===== config.mk =====
export PLATFORM = sky130hd
export DESIGN_NAME = note_input_conditioner
export DESIGN_NICKNAME = d
export VERILOG_FILES = /design/src/rtl/note_input_conditioner_pkg.sv /design/src/rtl/note_input_conditioner_key_debouncer.sv /design/src/rtl/note_input_conditioner.sv
export SDC_FILE = /design/constraint.sdc
export NUM_CORES = 1
export LEC_CHECK = 0
export ABC_AREA = 1
export CAP_MARGIN = 10
export CELL_PAD_IN_SITES_DETAIL_PLACEMENT = 2
export CELL_PAD_IN_SITES_GLOBAL_PLACEMENT = 2
export CORE_MARGIN = 2
export CORE_UTILIZATION = 37
export CTS_CLUSTER_DIAMETER = 40
export DETAILED_ROUTE_END_ITERATION = 8
export PLACE_DENSITY_LB_ADDON = 0.1
export SLEW_MARGIN = 0
export SYNTH_ARGS = -nofsm -noshare
export SYNTH_HDL_FRONTEND = slang
export SYNTH_SLANG_ARGS = --single-unit

===== constraint.sdc =====
create_clock -name clk -period 3.98 [get_ports clk]
set_input_delay 0.398 -clock clk [delete_from_list [all_inputs] [get_ports clk]]
set_output_delay 0.398 -clock clk [all_outputs]
set_load 0.005 [all_outputs]

===== src/rtl/note_input_conditioner_pkg.sv =====
// Shared definitions for the memory game's note input path: the press-tracking
// FSM state encoding, the default key count and the two debounce depths
// (short for simulation, full length for the board).
package note_input_conditioner_pkg;

    typedef enum logic [1:0] {
        WAIT_RELEASE = 2'd0,
        ARMED        = 2'd1,
        HELD         = 2'd2
    } note_state_t;

    localparam int NUM_KEYS_DEFAULT    = 4;
    localparam int DEBOUNCE_CYCLES_SIM = 5;
    localparam int DEBOUNCE_CYCLES_HW  = 500000;

endpackage : note_input_conditioner_pkg


===== src/rtl/note_input_conditioner_key_debouncer.sv =====
// key_debouncer: one note key. Double-flop synchroniser on the active-low pin,
// inversion to active-high, and a stability counter. The debounced level only
// flips after DEBOUNCE_CYCLES consecutive synchronised cycles that disagree
// with it. o_idle reports that the key is settled (no change in progress).
module key_debouncer
    import note_input_conditioner_pkg::*;
#(
    parameter int DEBOUNCE_CYCLES = DEBOUNCE_CYCLES_HW,
    parameter int CNT_W           = 20
) (
    input  logic clk,
    input  logic reset,
    input  logic i_key_raw_n,
    output logic o_level,
    output logic o_idle
);

    logic             r_sync1_n;
    logic             r_sync2_n;
    logic [CNT_W-1:0] r_count;
    logic             r_level;
    logic             w_pressed;

    // Bring the asynchronous pin into the clk domain; resets to "released".
    // NOTE: sequential state is only ever assigned with <= so every flop sees
    // the pre-edge value of its neighbours.
    always_ff @(posedge clk or posedge reset) begin
        if (reset) begin
            r_sync1_n <= 1'b1;
            r_sync2_n <= 1'b1;
        end else begin
            r_sync1_n <= i_key_raw_n;
            r_sync2_n <= r_sync1_n;
        end
    end

    assign w_pressed = ~r_sync2_n;

    // Count consecutive disagreeing cycles; accept the new level on the Nth.
    always_ff @(posedge clk or posedge reset) begin
        if (reset) begin
            r_count <= '0;
            r_level <= 1'b0;
        end else if (w_pressed == r_level) begin
            r_count <= '0;
        end else if (r_count == CNT_W'(DEBOUNCE_CYCLES - 1)) begin
            r_count <= '0;
            r_level <= w_pressed;
        end else begin
            r_count <= r_count + CNT_W'(1);
        end
    end

    assign o_level = r_level;
    assign o_idle  = (w_pressed == r_level) && (r_count == '0);

endmodule : key_debouncer


===== src/rtl/note_input_conditioner.sv =====
// note_input_conditioner: turns the raw active-low note buttons into clean,
// single-shot press events held in a one-entry valid/ack buffer, plus
// debounced key levels for LED echo.
// Build option: define NOTE_COND_CHORD_EN to accept simultaneous multi-key
// presses as one event; otherwise such a chord is rejected and flags overrun.
module note_input_conditioner
    import note_input_conditioner_pkg::*;
#(
    parameter int NUM_KEYS        = NUM_KEYS_DEFAULT,
    parameter int DEBOUNCE_CYCLES = DEBOUNCE_CYCLES_HW,
    parameter int CNT_W           = 20
) (
    input  logic                clk,
    input  logic                reset,
    input  logic [NUM_KEYS-1:0] key_raw,
    input  logic                enable,
    output logic                press_valid,
    output logic [NUM_KEYS-1:0] press_note,
    input  logic                press_ack,
    output logic [NUM_KEYS-1:0] keys_level,
    output logic                overrun,
    input  logic                clear_err
);

    logic [NUM_KEYS-1:0] w_level;
    logic [NUM_KEYS-1:0] w_idle;
    logic [NUM_KEYS-1:0] r_level_prev;
    logic [NUM_KEYS-1:0] w_new_press;
    logic [1:0]          r_flush;
    logic                w_multi;
    logic                w_legal;
    logic                w_event;
    logic                w_drop;
    logic                w_chord_err;
    note_state_t         r_state;
    logic                r_press_valid;
    logic [NUM_KEYS-1:0] r_press_note;
    logic                r_overrun;

    for (genvar g_key = 0; g_key < NUM_KEYS; g_key++) begin : g_keys
        key_debouncer #(
            .DEBOUNCE_CYCLES(DEBOUNCE_CYCLES),
            .CNT_W          (CNT_W)
        ) u_key_debouncer (
            .clk        (clk),
            .reset      (reset),
            .i_key_raw_n(key_raw[g_key]),
            .o_level    (w_level[g_key]),
            .o_idle     (w_idle[g_key])
        );
    end

    // Previous debounced levels, for rising-edge (new press) detection.
    always_ff @(posedge clk or posedge reset) begin
        if (reset) r_level_prev <= '0;
        else       r_level_prev <= w_level;
    end

    // After reset, hold off arming until the synchronisers have been refilled
    // with real pin values, so a key held through reset is seen as held.
    always_ff @(posedge clk or posedge reset) begin
        if (reset) r_flush <= 2'b00;
        else       r_flush <= {r_flush[0], 1'b1};
    end

    assign w_new_press = w_level & ~r_level_prev;
    assign w_multi     = |(w_new_press & (w_new_press - NUM_KEYS'(1)));

`ifdef NOTE_COND_CHORD_EN
    assign w_legal     = 1'b1;
    assign w_chord_err = 1'b0;
`else
    assign w_legal     = ~w_multi;
    assign w_chord_err = (r_state == ARMED) && enable && w_multi;
`endif

    assign w_event = (r_state == ARMED) && (|w_new_press) && enable && w_legal;
    assign w_drop  = w_event && r_press_valid && !press_ack;

    // Press-tracking FSM together with the event buffer and overrun flag.
    always_ff @(posedge clk or posedge reset) begin
        if (reset) begin
            r_state       <= WAIT_RELEASE;
            r_press_valid <= 1'b0;
            r_press_note  <= '0;
            r_overrun     <= 1'b0;
        end else begin
            // A same-cycle ack frees the slot, so the new event is taken.
            if (w_event && (!r_press_valid || press_ack)) begin
                r_press_valid <= 1'b1;
                r_press_note  <= w_new_press;
            end else if (r_press_valid && press_ack) begin
                r_press_valid <= 1'b0;
            end

            if (w_drop || w_chord_err) r_overrun <= 1'b1;
            else if (clear_err)        r_overrun <= 1'b0;

            case (r_state)
                WAIT_RELEASE: if (r_flush[1] && (w_level == '0) && (&w_idle)) r_state <= ARMED;
                ARMED:        if (|w_new_press)    r_state <= HELD;
                HELD:         if (w_level == '0)   r_state <= ARMED;
                default:                           r_state <= WAIT_RELEASE;
            endcase
        end
    end

    assign press_valid = r_press_valid;
    assign press_note  = r_press_note;
    assign keys_level  = w_level;
    assign overrun     = r_overrun;

endmodule : note_input_conditioner

== After elaboration in Yosys (flattened, before gate mapping) ==
Cells that the tools add are included.
Word-level totals
  register bits after elaboration: 106
  bits of input ports: 9
  output and inout port bits: 10
  logic and storage cells: 103
Cells by class
  add/subtract/negate cells: 5
  eq/ne operators: 13
  muxes and demuxes: 16
  bitwise operators: 12
  reductions and logical operators: 35
Operators by type and width (number)
  $mux 20: 8
  $add 20x1->20 const B: 4
  $eq 20x19->1 const B: 4
  $logic_not 20->1: 4
  $logic_and 1x1->1: 15
  $not 1->1: 9
  $and 4x4->4: 2
  $reduce_and 2->1: 4
  $reduce_or 4->1: 2
  $mux 2: 3
  $pmux 2 s3: 1
  $eq 1x1->1: 4
  $logic_not 4->1: 1
  $mux 1: 4
  $ne 2x2->1 const B: 2
  $not 4->4: 1
  $reduce_and 4->1: 1
  $reduce_bool 2->1: 2
  $sub 4x1->4 const B: 1
  $reduce_and 3->1: 1
  $eq 2x1->1 const B: 1
  $eq 2x2->1 const B: 1
  $logic_not 1->1: 2
  $logic_not 2->1: 1
  other kinds (2): 3

== Longest topological paths before layout ==
  word-level depth: 11
  gate-level depth with buffers: 12
  mapped depth without buffers: 12

== Hierarchy ==
From an unflattened synthesis, not the netlist that was laid out.
Unflattened totals
  cell total of the unflattened synthesis: 809
  area, all modules: 6303.5 sq um
By module, submodules not included
  key_debouncer: times used 4, cells each 183, area each 1407.6 sq um, sequential area each 578.1 sq um
  note_input_conditioner: times used 1, cells each 77, area each 673.1 sq um, sequential area each 350.3 sq um

== Worst setup path after synthesis ==
OpenSTA, ideal clock, no wires.
  path type: register to register
  start point: register g_keys[0].u_key_debouncer.r_count[0]
  end point: register g_keys[0].u_key_debouncer.r_count[16]
  library setup time: 0.119 ns
  data arrival time: 1.381 ns
  required time: 3.861 ns
  slack: 2.480 ns
  cell stages (with the launch flop): 9
  buffers on the path: 0
  clock period less this slack: 1.500 ns
  path through: dfrtp_1 > ha_1 > nand2_1 > nor2_2 > nand4_1 > o21ai_2 > inv_2 > nand2_1 > nor2_1
Between the ends
  longest elaborated chain between the ends: 3
  elaborated cells on any way between the ends: 4
  classes of those cells: 1 x add/sub; 1 x eq/ne; 2 x mux
RTL lines
  from (decl): line note_input_conditioner_key_debouncer.sv:20  | logic [CNT_W-1:0] r_count;
  from (signal assigned): line note_input_conditioner_key_debouncer.sv:50  | r_count <= r_count + CNT_W'(1);
  $add 20x1->20 or $eq 20x19->1 (tied branches): line note_input_conditioner_key_debouncer.sv:50, note_input_conditioner_key_debouncer.sv:46
  $mux 20 *: line note_input_conditioner_key_debouncer.sv:46  | end else if (r_count == CNT_W'(DEBOUNCE_CYCLES - 1)) begin
  $mux 20 *: line note_input_conditioner_key_debouncer.sv:44  | end else if (w_pressed == r_level) begin
Mark *: on every way between the ends. The rest lies on a longest branch, timed or not.
A chain may end at the register's enable or synchronous reset.

== Final worst setup path ==
Same ends and word-level chain as after synthesis.

==> results.sh <==
export IMPL_outcome="complete, no violations"
export IMPL_regToRegStartpoint="g_keys[0].u_key_debouncer.r_count[0]"
export IMPL_hold_path_startpoint="g_keys[2].u_key_debouncer.r_sync1_n"
export IMPL_start_util_pct=37.5
export IMPL_syn_area_um2=5640
export IMPL_cts_resized=0
export IMPL_grt_first_pass_wirelength_um=28400
export IMPL_crit_start="g_keys[0].u_key_debouncer.r_count[0]"
export IMPL_cts_root_buf="clkbuf_16"
export IMPL_routed_wl_met3_um=419
export IMPL_total_power_mw=2.16
export IMPL_ys_types=39
export IMPL_grt_pass1_vias=5601
export IMPL_p_leak_nw=2.82
export IMPL_insertion_delay_ns=0.36
export IMPL_hold_ws_ns=0.358
export IMPL_fmaxAchievable_mhz=514
export IMPL_synth_top_cells_by_count="nor2_1 (174), nand2_1 (146), dfrtp_1 (98)"
export IMPL_cp_start_kind="register"
export IMPL_cts_sinks=106
export IMPL_numCtsBuffers=9
export IMPL_yosysWarnings=0
export IMPL_antenna_left=0
export IMPL_rsz0062_at_grt="no"
export IMPL_reg2reg_depth=8
export IMPL_core_um2=15000
export IMPL_period_share_pct=48.9
export IMPL_ys_ff_latch=106
export IMPL_cts_tree="built"
export IMPL_vias=4839
export IMPL_wl_met1_um=7290
export IMPL_drive_gt1_share_pct=7.37
export IMPL_drt_iter0_markers=143
export IMPL_slew_violations=0
export IMPL_max_slew_margin_pct=57.3
export IMPL_cellPowerDensity_nw_per_um2=342
export IMPL_num_nets_final=772
export IMPL_path_max_fanout=8
export IMPL_die_height_um=127
export IMPL_area_growth_pct=12.0
export IMPL_n_antenna_cell=0
export IMPL_ff_latch_area_um2=2660
export IMPL_dp_hpwl_um=12600
export IMPL_grt_overflow_total=0
export IMPL_synth_cells=732
export IMPL_dieArea_um2=16200
export IMPL_yosys_area_top_type="dfrtp_1"
export IMPL_avgSynthCellArea_um2=7.70
export IMPL_dr_pass1_iters=4
export IMPL_hp_class="register to register"
export IMPL_synth_async_reset_ratio_pct=100
export IMPL_route_met2_wl_um=8720
export IMPL_cp_arrival_ns=2.19
export IMPL_yosysSeqAreaShare_pct=47.2
export IMPL_h_tree_depth=3
export IMPL_yosys_top_cells_area="dfrtp_1 (44%), nor2_1 (12%), nand2_1 (9.7%), inv_1 (5.9%), dfstp_2 (3.7%)"
export IMPL_drc_errors=0
export IMPL_place_gp_congestion=0.824
export IMPL_dominantRegCellSynth="dfrtp_1"
export IMPL_row_count=45
export IMPL_period_minus_slack_ns=1.95
export IMPL_worst_slew_pin_slew_ns=0.640
export IMPL_post_cts_buffers=0
export IMPL_synth_edff_count=0
export IMPL_multi_input_area_um2=2570
export IMPL_irDropWorstVdd_mv=0.251
export IMPL_fill_cells=1766
export IMPL_grt_use_total_pct=22.2
export IMPL_portBuffers=18
export IMPL_cap_violations=0
export IMPL_critPathCaptureType="register"
export IMPL_wl_per_cell_um=17.5
export IMPL_timing_critical_path_required_ns=4.23
export IMPL_cts_path_max_buffers=2
export IMPL_ctsHoldBuffers=0
export IMPL_synth_top_cell_area_share_pct=43.5
export IMPL_finalSetupViolCount=0
export IMPL_synth_nets=749
export IMPL_yosysMostFrequentCell="nor2_1"
export IMPL_viasPerCell=5.10
export IMPL_fin_setup_tns_ns=0
export IMPL_dp_slack_ns=2.04
export IMPL_hold_depth=0
export IMPL_die_x_um=127
export IMPL_drt_wl_total_um=16600
export IMPL_antenna_found_initial=0
export IMPL_finalHoldViolCount=0
export IMPL_critical_path_class="register to register"
export IMPL_top_layer_used="met4"
export IMPL_fin_worst_skew_ns=0.0131
export IMPL_clk_pin_slew_ns=0.08
export IMPL_fin_ws_ns=2.03
export IMPL_io_pins=19
export IMPL_grt_start_max_net_pins=62
==> state kept, by name, indices dropped and copies added (netlist names) <==
name / flops
g_keys.u_key_debouncer.o_level: 4
g_keys.u_key_debouncer.r_count: 80
g_keys.u_key_debouncer.r_sync1_n: 4
g_keys.u_key_debouncer.r_sync2_n: 4
overrun: 1
press_note: 4
press_valid: 1
r_flush: 2
r_level_prev: 4
r_state: 2
==> cell type report <==
| class | instances | share of cell area [%] |
|---|---|---|
| Clock buffer | 11 | 4.00 |
| Timing Repair Buffer | 19 | 3.17 |
| Clock inverter | 5 | 0.555 |
| Tap cell | 188 | 3.73 |
| Multi-Input combinational cell | 526 | 40.8 |
| Inverter | 93 | 5.59 |
| Sequential cell | 106 | 42.2 |
==> where the power goes <==
part / switching, mW / leakage [nW] / internal (mW)
Combinational: 0.0959 / 1.24 / 0.0423
Clock: 0.431 / 0.142 / 0.462
Sequential: 0.0233 / 1.44 / 1.10
Total: 0.550 / 2.82 / 1.61
==> critical path: stages (launching register included) <==
cell and delay [ns]:
dfrtp_1 0.42, ha_1 0.28, nand2_1 0.14, nor2_2 0.20, nand4_1 0.15, o21ai_2 0.43
inv_2 0.10, nand2_1 0.08, nor2_1 0.04
==> cells by family after synthesis <==
family / Yosys count / share of synthesized area, %
other cells: 1 / 0.0665
simple gates: 442 / 34.8
flops: 106 / 47.2
fa+ha+maj: 8 / 1.78
buf+inv: 100 / 7.06
xor+xnor: 30 / 4.66
compound gates: 45 / 4.37
==> path summary, 6_finish.rpt <==
path                       slack [ns]                               endpoint
setup / recovery                 2.03  g_keys[0].u_key_debouncer.r_count[16]
hold / removal                   0.36    g_keys[2].u_key_debouncer.r_sync2_n
setup reg to reg                 2.03  g_keys[0].u_key_debouncer.r_count[16]
hold reg to reg                  0.36    g_keys[2].u_key_debouncer.r_sync2_n
max in group asynchronous        2.70    g_keys[1].u_key_debouncer.r_sync2_n
min in group asynchronous        0.48  g_keys[2].u_key_debouncer.r_count[12]
==> routing by layer <==
metal  up-vias  track usage, %
met5         -               0
li1       2338               -
met1      2450            27.1
met3        10            4.77
met4         0            4.78
met2        41            40.3
==> cells in the final DEF, fill, tap and decap left out, drive strengths merged <==
master         synthesis  layout
nand3b                 1       1
a21oi                 23      23
a211oi                 1       1
conb                   1       1
inv                   90      92
or2                    1       1
o2bb2ai                1       1
nand3                 41      41
clkbuf                 0      11
nand4                 16      16
dfstp                  8       8
nor4                   1       1
ha                     8       8
clkinv                 3       5
a21o                   1       1
o221ai                 1       1
nor2                 182     182
nand2                153     153
xor2                  22      22
buf                    7       1
o21ai                 15      15
clkdlybuf4s50          0      18
o21a                   1       1
clkinvlp               0       1
nor3                  40      40
nor3b                  7       7
dfrtp                 98      98
xnor2                  8       8
a31oi                  2       2
==> through the flow <==
step	util (%)	std cells	cell area (um^2)
after floorplan	-	732	5640
after global placement	40.1	932	6030
after detailed placement	40.1	932	6030
after CTS	42.0	948	6310
after global routing	42.0	948	6310
final	42.0	948	6310
(Power assumes the default switching activity.)
